`src/rtl/dvv_bcast_pkg.sv`:
```
// Shared definitions for the dvv_bcast_fifo broadcast port.
// The optional statistics build is enabled by defining DVV_BCAST_STAT_EN.
package dvv_bcast_pkg;

    localparam int MAX_SUBS = 16;
    localparam int MAX_PW   = 17;

    // Pointer width carries one extra wrap bit so that full and empty differ.
    function automatic int PTR_W(input int depth);
        return $clog2(depth) + 1;
    endfunction

    typedef struct packed {
        logic [31:0]                stall_cnt;
        logic [MAX_SUBS*MAX_PW-1:0] max_level;
    } dvv_bcast_stat_t;

endpackage

```
`src/rtl/dvv_bcast_rd_ptr.sv`:
```
// Per-subscriber read pointer: occupancy, valid, full contribution, enable tracking.
// With DVV_BCAST_STAT_EN defined it also keeps the subscriber's high-water mark.
module dvv_bcast_rd_ptr
    import dvv_bcast_pkg::*;
#(
    parameter int DEPTH = 8,
    parameter int PW    = PTR_W(DEPTH)
) (
    input  logic          clk,
    input  logic          resetn,
    input  logic          flush,
    input  logic          en,
    input  logic          ready,
    input  logic [PW-1:0] wp,
    input  logic [PW-1:0] wp_next,
    output logic [PW-1:0] rp,
    output logic [PW-1:0] lvl,
    output logic          valid,
    output logic          full
`ifdef DVV_BCAST_STAT_EN
    ,
    output logic [PW-1:0] max_level
`endif
);

    assign lvl   = wp - rp;
    assign valid = en && (lvl != '0);
    assign full  = en && (lvl == PW'(DEPTH));

    // A disabled port shadows the next write pointer, so it never blocks the
    // producer and comes back empty when re-enabled.
    always_ff @(posedge clk or negedge resetn) begin
        if (!resetn) begin
            rp <= '0;
        end else if (flush) begin
            rp <= '0;
        end else if (!en) begin
            rp <= wp_next;
        end else if (valid && ready) begin
            rp <= rp + PW'(1);
        end
    end

`ifdef DVV_BCAST_STAT_EN
    always_ff @(posedge clk or negedge resetn) begin
        if (!resetn) begin
            max_level <= '0;
        end else if (flush) begin
            max_level <= '0;
        end else if (en && (lvl > max_level)) begin
            max_level <= lvl;
        end
    end
`endif

endmodule

```
`src/rtl/dvv_bcast_fifo.sv`:
```
// Broadcast FIFO: one producer, NUM_SUBS independent in-order subscribers over shared storage.
// Define DVV_BCAST_STAT_EN to add stall_cnt and per-subscriber max_level outputs.
module dvv_bcast_fifo
    import dvv_bcast_pkg::*;
#(
    parameter int WIDTH    = 32,
    parameter int DEPTH    = 8,
    parameter int NUM_SUBS = 4
) (
    input  logic                           clk,
    input  logic                           resetn,
    input  logic                           flush,
    input  logic [NUM_SUBS-1:0]            sub_en,
    input  logic                           wr_valid,
    input  logic [WIDTH-1:0]               wr_data,
    output logic                           wr_ready,
    output logic [NUM_SUBS-1:0]            rd_valid,
    output logic [NUM_SUBS*WIDTH-1:0]      rd_data,
    input  logic [NUM_SUBS-1:0]            rd_ready,
    output logic [NUM_SUBS*PTR_W(DEPTH)-1:0] level
`ifdef DVV_BCAST_STAT_EN
    ,
    output logic [31:0]                    stall_cnt,
    output logic [NUM_SUBS*PTR_W(DEPTH)-1:0] max_level
`endif
);

    localparam int PW = PTR_W(DEPTH);
    localparam int AW = PW - 1;

    logic [WIDTH-1:0]    mem [DEPTH];
    logic [PW-1:0]       wp;
    logic [PW-1:0]       wp_next;
    logic [PW-1:0]       rp [NUM_SUBS];
    logic [NUM_SUBS-1:0] full_vec;
    logic                accept;

    // Full is judged on registered pointers only; a same-cycle pop does not free a slot.
    assign wr_ready = ~|full_vec;
    assign accept   = wr_valid && wr_ready && !flush;
    assign wp_next  = flush ? '0 : wp + PW'(accept);

    always_ff @(posedge clk or negedge resetn) begin
        if (!resetn) begin
            wp <= '0;
        end else begin
            wp <= wp_next;
        end
    end

    always_ff @(posedge clk) begin
        if (accept) begin
            mem[wp[AW-1:0]] <= wr_data;
        end
    end

    for (genvar g = 0; g < NUM_SUBS; g++) begin : g_sub
        dvv_bcast_rd_ptr #(
            .DEPTH (DEPTH),
            .PW    (PW)
        ) u_rd_ptr (
            .clk       (clk),
            .resetn    (resetn),
            .flush     (flush),
            .en        (sub_en[g]),
            .ready     (rd_ready[g]),
            .wp        (wp),
            .wp_next   (wp_next),
            .rp        (rp[g]),
            .lvl       (level[g*PW +: PW]),
            .valid     (rd_valid[g]),
            .full      (full_vec[g])
`ifdef DVV_BCAST_STAT_EN
            ,
            .max_level (max_level[g*PW +: PW])
`endif
        );

        assign rd_data[g*WIDTH +: WIDTH] = mem[rp[g][AW-1:0]];
    end

`ifdef DVV_BCAST_STAT_EN
    always_ff @(posedge clk or negedge resetn) begin
        if (!resetn) begin
            stall_cnt <= '0;
        end else if (flush) begin
            stall_cnt <= '0;
        end else if (wr_valid && !wr_ready && (stall_cnt != '1)) begin
            stall_cnt <= stall_cnt + 32'd1;
        end
    end
`endif

endmodule

```
`config.mk`:
```
export PLATFORM = sky130hd
export DESIGN_NAME = dvv_bcast_fifo
export DESIGN_NICKNAME = d
export VERILOG_FILES = /design/src/rtl/dvv_bcast_pkg.sv /design/src/rtl/dvv_bcast_rd_ptr.sv /design/src/rtl/dvv_bcast_fifo.sv
export SDC_FILE = /design/constraint.sdc
export NUM_CORES = 1
export LEC_CHECK = 0
export BUFFER_PORTS_ARGS = -buffer_cell sky130_fd_sc_hd__clkbuf_2
export CORE_AREA = 3 3 232 234
export DETAILED_ROUTE_END_ITERATION = 10
export DIE_AREA = 0 0 235 237
export SETUP_SLACK_MARGIN = 0.05
export SYNTH_ARGS = -nofsm -noshare
export SYNTH_HDL_FRONTEND = slang
export SYNTH_HIERARCHICAL = 1
export SYNTH_SLANG_ARGS = --single-unit
```
`constraint.sdc`:
```
create_clock -name clk -period 8.3 [get_ports clk]
set_input_delay 0 -clock clk [delete_from_list [all_inputs] [get_ports clk]]
set_output_delay 0 -clock clk [all_outputs]
set_load 0.05 [all_outputs]
```
Word-level counts from Yosys, hierarchy flattened
Memory sizes are Yosys's and may differ from the RTL's.
Index checks and enable logic that the tools add are counted.
{"block": "word_totals", "reg_bits": 20, "output_inout_bits": 149, "memories": 1, "in_bits": 44, "wordCells": 59, "mem_bits_rw": 256}
{"block": "classes", "reduce_logical": 21, "mux": 15, "add_sub_neg": 9, "n_eq_ne": 8}
{"name": "mem", "depth": 8, "width": 32, "read_ports": 4, "rd_clocked_by_memory_dff": 0, "wr": 1, "line": "dvv_bcast_fifo.sv:31", "text": "logic [WIDTH-1:0] mem [DEPTH];"}
{"operator": "$mux W4", "n": 13}
{"operator": "$add A4 B1 Y4 const B", "n": 4}
{"operator": "$eq A4 B4 Y1 const B", "n": 4}
{"operator": "$reduce_bool A4 Y1", "n": 4}
{"operator": "$sub A4 B4 Y4", "n": 4}
{"operator": "$logic_and A1 B1 Y1", "n": 14}
{"operator": "$ne A3 B2 Y1 const B", "n": 4}
{"operator": "$add A4 B1 Y4", "n": 1}
{"operator": "$reduce_or A4 Y1", "n": 1}
{"operator": "$logic_not A1 Y1", "n": 2}
{"operator": "$mux W1", "n": 2}

Depth between registers and ports, before layout
{"block": "logic_depth", "word_depth": 11, "depth_mapped": 17, "mapped_depth_nobuf": 17}

By module
The synthesis kept the hierarchy.
{"module": "dvv_bcast_fifo", "area_each_um2": 16275.6, "instances": 1, "cells_per_inst": 740, "seq_area_each_um2": 7787.5}
{"module": "dvv_bcast_rd_ptr", "area_each_um2": 442.9, "instances": 4, "cells_per_inst": 55, "seq_area_each_um2": 100.1}

Worst setup path before layout
No wires, ideal clock.
{"block": "synth_timing", "kind": "register -> register", "startpoint": "register wp[0]", "endpoint": "memory mem[1][0], enable pin", "period_less_slack_ps": 7112, "setup_time_ps": 461, "t_required_ps": 7839, "arrival_time_ps": 6651, "slack_ps": 1188, "stages_incl_launch_ff": 12, "path_cell_list": "dfrtp_1 -> inv_1 -> ha_1 -> inv_1 -> fa_1 -> xor2_1 -> nor3_2 -> nand2_1 -> nor2_1 -> nor4_1 -> nand4b_1 -> nor3_1"}
{"block": "synth_via", "elab_chain_cells": 9, "word_cells_on_any_way": 18, "classes_between": "add/sub (4); eq/ne (4); mux (2); reduce/logical (8)"}
{"element": "start, declared", "line": "dvv_bcast_fifo.sv:32", "text": "logic [PW-1:0] wp;"}
{"element": "start signal, assigned", "line": "dvv_bcast_fifo.sv:47", "text": "wp <= wp_next;"}
{"element": "$sub A4 B4 Y4", "line": "dvv_bcast_rd_ptr.sv:26", "text": "assign lvl = wp - rp;"}
{"element": "net level[6]", "line": "dvv_bcast_fifo.sv:20", "text": "output logic [NUM_SUBS*PTR_W(DEPTH)-1:0] level"}
{"element": "$eq A4 B4 Y1", "line": "dvv_bcast_rd_ptr.sv:28", "text": "assign full = en && (lvl == PW'(DEPTH));"}
{"element": "$logic_and A1 B1 Y1", "line": "dvv_bcast_rd_ptr.sv:28"}
{"element": "net full_vec[1]", "line": "dvv_bcast_fifo.sv:35", "text": "logic [NUM_SUBS-1:0] full_vec;"}
{"element": "$reduce_or A4 Y1", "line": "dvv_bcast_fifo.sv:39", "text": "assign wr_ready = ~|full_vec;"}
{"element": "$logic_not A1 Y1", "line": "dvv_bcast_fifo.sv:39"}
{"element": "net wr_ready", "line": "dvv_bcast_fifo.sv:16", "text": "output logic wr_ready,"}
{"element": "$logic_and A1 B1 Y1 (2 in series)", "line": "dvv_bcast_fifo.sv:40", "text": "assign accept = wr_valid && wr_ready && !flush;"}
{"element": "$mux W1", "line": "dvv_bcast_fifo.sv:52", "text": "if (accept) begin"}
{"element": "$mux W1 (implied by the code)", "line": "dvv_bcast_fifo.sv:53", "text": "mem[wp[AW-1:0]] <= wr_data;"}
{"element": "end, declared", "line": "dvv_bcast_fifo.sv:31"}
The timed path passes the listed nets, and every way through them passes these cells.

Worst setup path in the final report
{"block": "layout_timing", "startpoint": "register g_sub[1].u_rd_ptr.rp[2]", "endpoint": "memory mem[0][17], enable pin"}
{"block": "layout_via", "elab_chain_cells": 9}
{"element": "start, declared", "line": "dvv_bcast_rd_ptr.sv:16", "text": "output logic [PW-1:0] rp,"}
{"element": "start signal, assigned", "line": "dvv_bcast_rd_ptr.sv:38", "text": "rp <= wp_next;"}
{"element": "start signal, assigned", "line": "dvv_bcast_rd_ptr.sv:40", "text": "rp <= rp + PW'(1);"}
{"element": "$sub A4 B4 Y4", "line": "dvv_bcast_rd_ptr.sv:26"}
{"element": "$eq A4 B4 Y1", "line": "dvv_bcast_rd_ptr.sv:28"}
{"element": "$logic_and A1 B1 Y1", "line": "dvv_bcast_rd_ptr.sv:28"}
{"element": "net full_vec[1]", "line": "dvv_bcast_fifo.sv:35"}
{"element": "$reduce_or A4 Y1", "line": "dvv_bcast_fifo.sv:39"}
{"element": "$logic_not A1 Y1", "line": "dvv_bcast_fifo.sv:39"}
{"element": "$logic_and A1 B1 Y1 (2 in series)", "line": "dvv_bcast_fifo.sv:40"}
{"element": "$mux W1", "line": "dvv_bcast_fifo.sv:52"}
{"element": "$mux W1 (implied by the code)", "line": "dvv_bcast_fifo.sv:53"}
The timed path passes the listed nets, and every way through them passes these cells.

==> impl_metrics.ini <==
[drt]
drt_wl_total_um = 51200
route.vias.total = 11000
drc = 0
avgRoutedWirePerCell_um = 27.1
first_pass_iters = 5
ant_nets = 0
via_per_inst = 5.86
initialDrtViolationCount = 782

[sta]
fin_crit_sh_pct = 62.1
maxSlewHeadroom_pct = 20.3
setup_tns_ps = 0
skew_ps = 11.1
setup_viol = 0
drv_slew = 0
rsz0062_at_grt = no
tightest_slew_ps = 1200
hold_viol_final = 0
period_minus_slack_ps = 5150
clock.fmax_mhz = 194

[power]
cellLeakagePower_nw = 7.20
powerDensity_mw_per_mm2 = 235
peakVddDrop_uv = 123

[synth]
syn_avg_cell_area_sq_um = 18.8
synthesis.nets = 1026
yosysUniqueCellTypes = 42
yosysTopAreaCell = edfxtp_1
ys_warn_count = 6
syn_inst = 960
synth.cell_area_sq_mm = 0.0180
ys_seq_area_share_pct = 45.4
synth_area_leaders = edfxtp_1 (43%), mux4_1 (25%), mux4_2 (11%)
synth_top_area_share_pct = 42.6
ys_seq_elements = 276

[worst_setup_path]
cp_data_arrival_time_ps = 5330
worstPathCellList = buf_4 > inv_1 > ha_1 > a21oi_1 > o21ai_2 > xnor2_2 > nor2_1 > nor4_1 > nand4bb_1 > nor3_2 > buf_4
cpMostUsedCell = buf_4
critical_path_depth = 11
cp-start-kind = register
endpoint_kind = register
critPathBufInv = 3
crit_family = simple AND/OR/NAND/NOR gates
crit_type = reg -> reg
crit_fanout = 68
reg2regPathDepth = 11
required_ps = 8480
critPathSlowestCell = nor3_2
critPathMaxStageDelay_ps = 820

[placed_design]
gp_congestion = 0.782
dp_cells = 1783
dpl.hpwl_um = 31600
io_buffers = 192

[min_path]
holdCritPathClass = in -> reg
hold_depth = 4

[clock_tree]
cts_tree = done
cts_num_sinks = 276
cts_hold_buf = 51
postCtsSetupBuffers = 0
root_buffer = clkbuf_16
cts-resized-gates = 0
insertion_delay_ps = 550
clk_pin_slew_ps = 60
cts_buffers = 28
clock_path_buffers = 3
cts_max_level = 1

[floorplanning]
rows = 84
start_util_pct = 34.6
die_area_sq_mm = 0.0557
core_sq_mm = 0.0522
io_pins = 193
die_y_um = 237
die_w_um = 235

[global_route]
antenna_found_initial = 1
grt_max_degree = 69
grt_pass1_vias = 11100
grt_overflow = 0
grt_pass1_wl_um = 74900
grt_use_total_pct = 17.8

[layout]
layout.nets = 1242
final_cell_count_no_fill = 1886
drive_gt1_share_pct = 42.2
fillers = 4620
n_antenna_cell = 0
area_delta_synth_final_pct = 16.7

[job]
drv_cap = 0

[outcome]
outcome = finished, final reports clean
tightest hold or removal path, delay by kind of cell:
| kind | cells | cell delay [ps] |
|---|---|---|
| adders and majority gates | 1 | 210 |
| buffers and inverters | 1 | 150 |
| and+or+nand+nor | 2 | 380 |
where the power goes:
group	internal [mW]	switching [mW]	total, mW
combinational	0.654	1.33	1.98
sequential	1.57	0.0694	1.64
clock	0.793	0.530	1.32
Yosys cell counts (all sizes together):
library cell / number
inv: 32
or3: 4
xor2: 5
xnor2: 13
fa: 4
nand2: 25
nand2b: 2
nor2: 28
and3b: 1
mux4: 256
a311oi: 4
edfxtp: 256
clkbuf: 6
a2111oi: 4
nor4: 5
nor2b: 2
nand4b: 1
buf: 70
o2bb2ai: 4
a221oi: 4
nor3: 10
nand3: 1
o31a: 4
a211oi: 4
a21oi: 16
a41oi: 4
nand4: 4
o21ai: 16
o21a: 4
nand4bb: 1
dfrtp: 20
nand3b: 4
mux2: 128
ha: 18
path summary, 6_finish.rpt:
| path | startpoint | to | slack [ps] |
|---|---|---|---|
| worst max-delay path | g_sub[1].u_rd_ptr/rp[2] | mem[0][17] | 3150 |
| worst min-delay path | wr_valid | wp[0] | 270 |
| worst max register to register | g_sub[1].u_rd_ptr/rp[2] | mem[0][17] | 3150 |
| worst min register to register | g_sub[0].u_rd_ptr/rp[2] | g_sub[0].u_rd_ptr/rp[2] | 830 |
| max in group asynchronous | resetn | g_sub[3].u_rd_ptr/rp[0] | 6870 |
| min in group asynchronous | resetn | g_sub[2].u_rd_ptr/rp[1] | 690 |
stage by stage:
stage | cell area, sq um | worst slack, ps | power (mW) | hold WS [ps] | util, %
after floorplan | 18000 | 1190 | 3.17 | -296 | -
after global placement | 19600 | 3190 | 3.63 | 19.9 | 37.5
after detailed placement | 19600 | 3030 | 3.64 | 24.4 | 37.5
after CTS | 21100 | 3020 | 4.99 | 225 | 40.3
after global routing | 21100 | 2840 | 5.13 | 277 | 40.3
final | 21100 | 3150 | 4.94 | 274 | 40.3
layout by cell type (no fill, tap or decap), types with 5 or more instances in the layout:
master           n
edfxtp_1       256
a21oi_1         16
dfrtp_2          8
dfrtp_1          8
dlygate4sd3_1   51
nand2_1         25
nor4_1           5
clkinv_2         6
xnor2_1          9
o21ai_0         12
xor2_1           5
nor2_1          22
mux4_1         170
ha_1            18
bufinv_16        5
nor2_4           6
inv_1           28
mux4_2          86
clkbuf_2       192
nor3_2           6
clkbuf_16       29
buf_4           19
mux2_2         128
final cells by class:
cell class | instances | area, sq um | share of cell area [%]
multi-input cells | 576 | 9280 | 44.1
clock buffers | 33 | 741 | 3.52
well taps | 688 | 861 | 4.09
repair buffers | 262 | 1610 | 7.66
inverters | 32 | 120 | 0.570
flip-flops and latches | 276 | 8210 | 39.0
clock inverters | 19 | 230 | 1.09
metal layers:
layer | GRT usage, % | vias up | routed length, um
li1 | - | 4742 | -
met1 | 24.4 | 5897 | 21700
met2 | 30.7 | 362 | 25900
met3 | 2.52 | 44 | 2840
met4 | 3.32 | 2 | 695
met5 | 0 | - | 13
kinds of logic after synthesis:
| logic type | synth area share [%] |
|---|---|
| mux | 43.5 |
| flops | 45.4 |
| fa+ha+maj | 1.69 |
| compound gates | 2.50 |
| xor+xnor | 1.04 |
| buf+inv | 3.50 |
| simple gates | 2.43 |
flip-flops by register name, summed over array words and instances, names as in the netlist:
name	flops
wp	4
mem	256
g_sub.u_rd_ptr/rp	16
(Power assumes the default switching activity.)
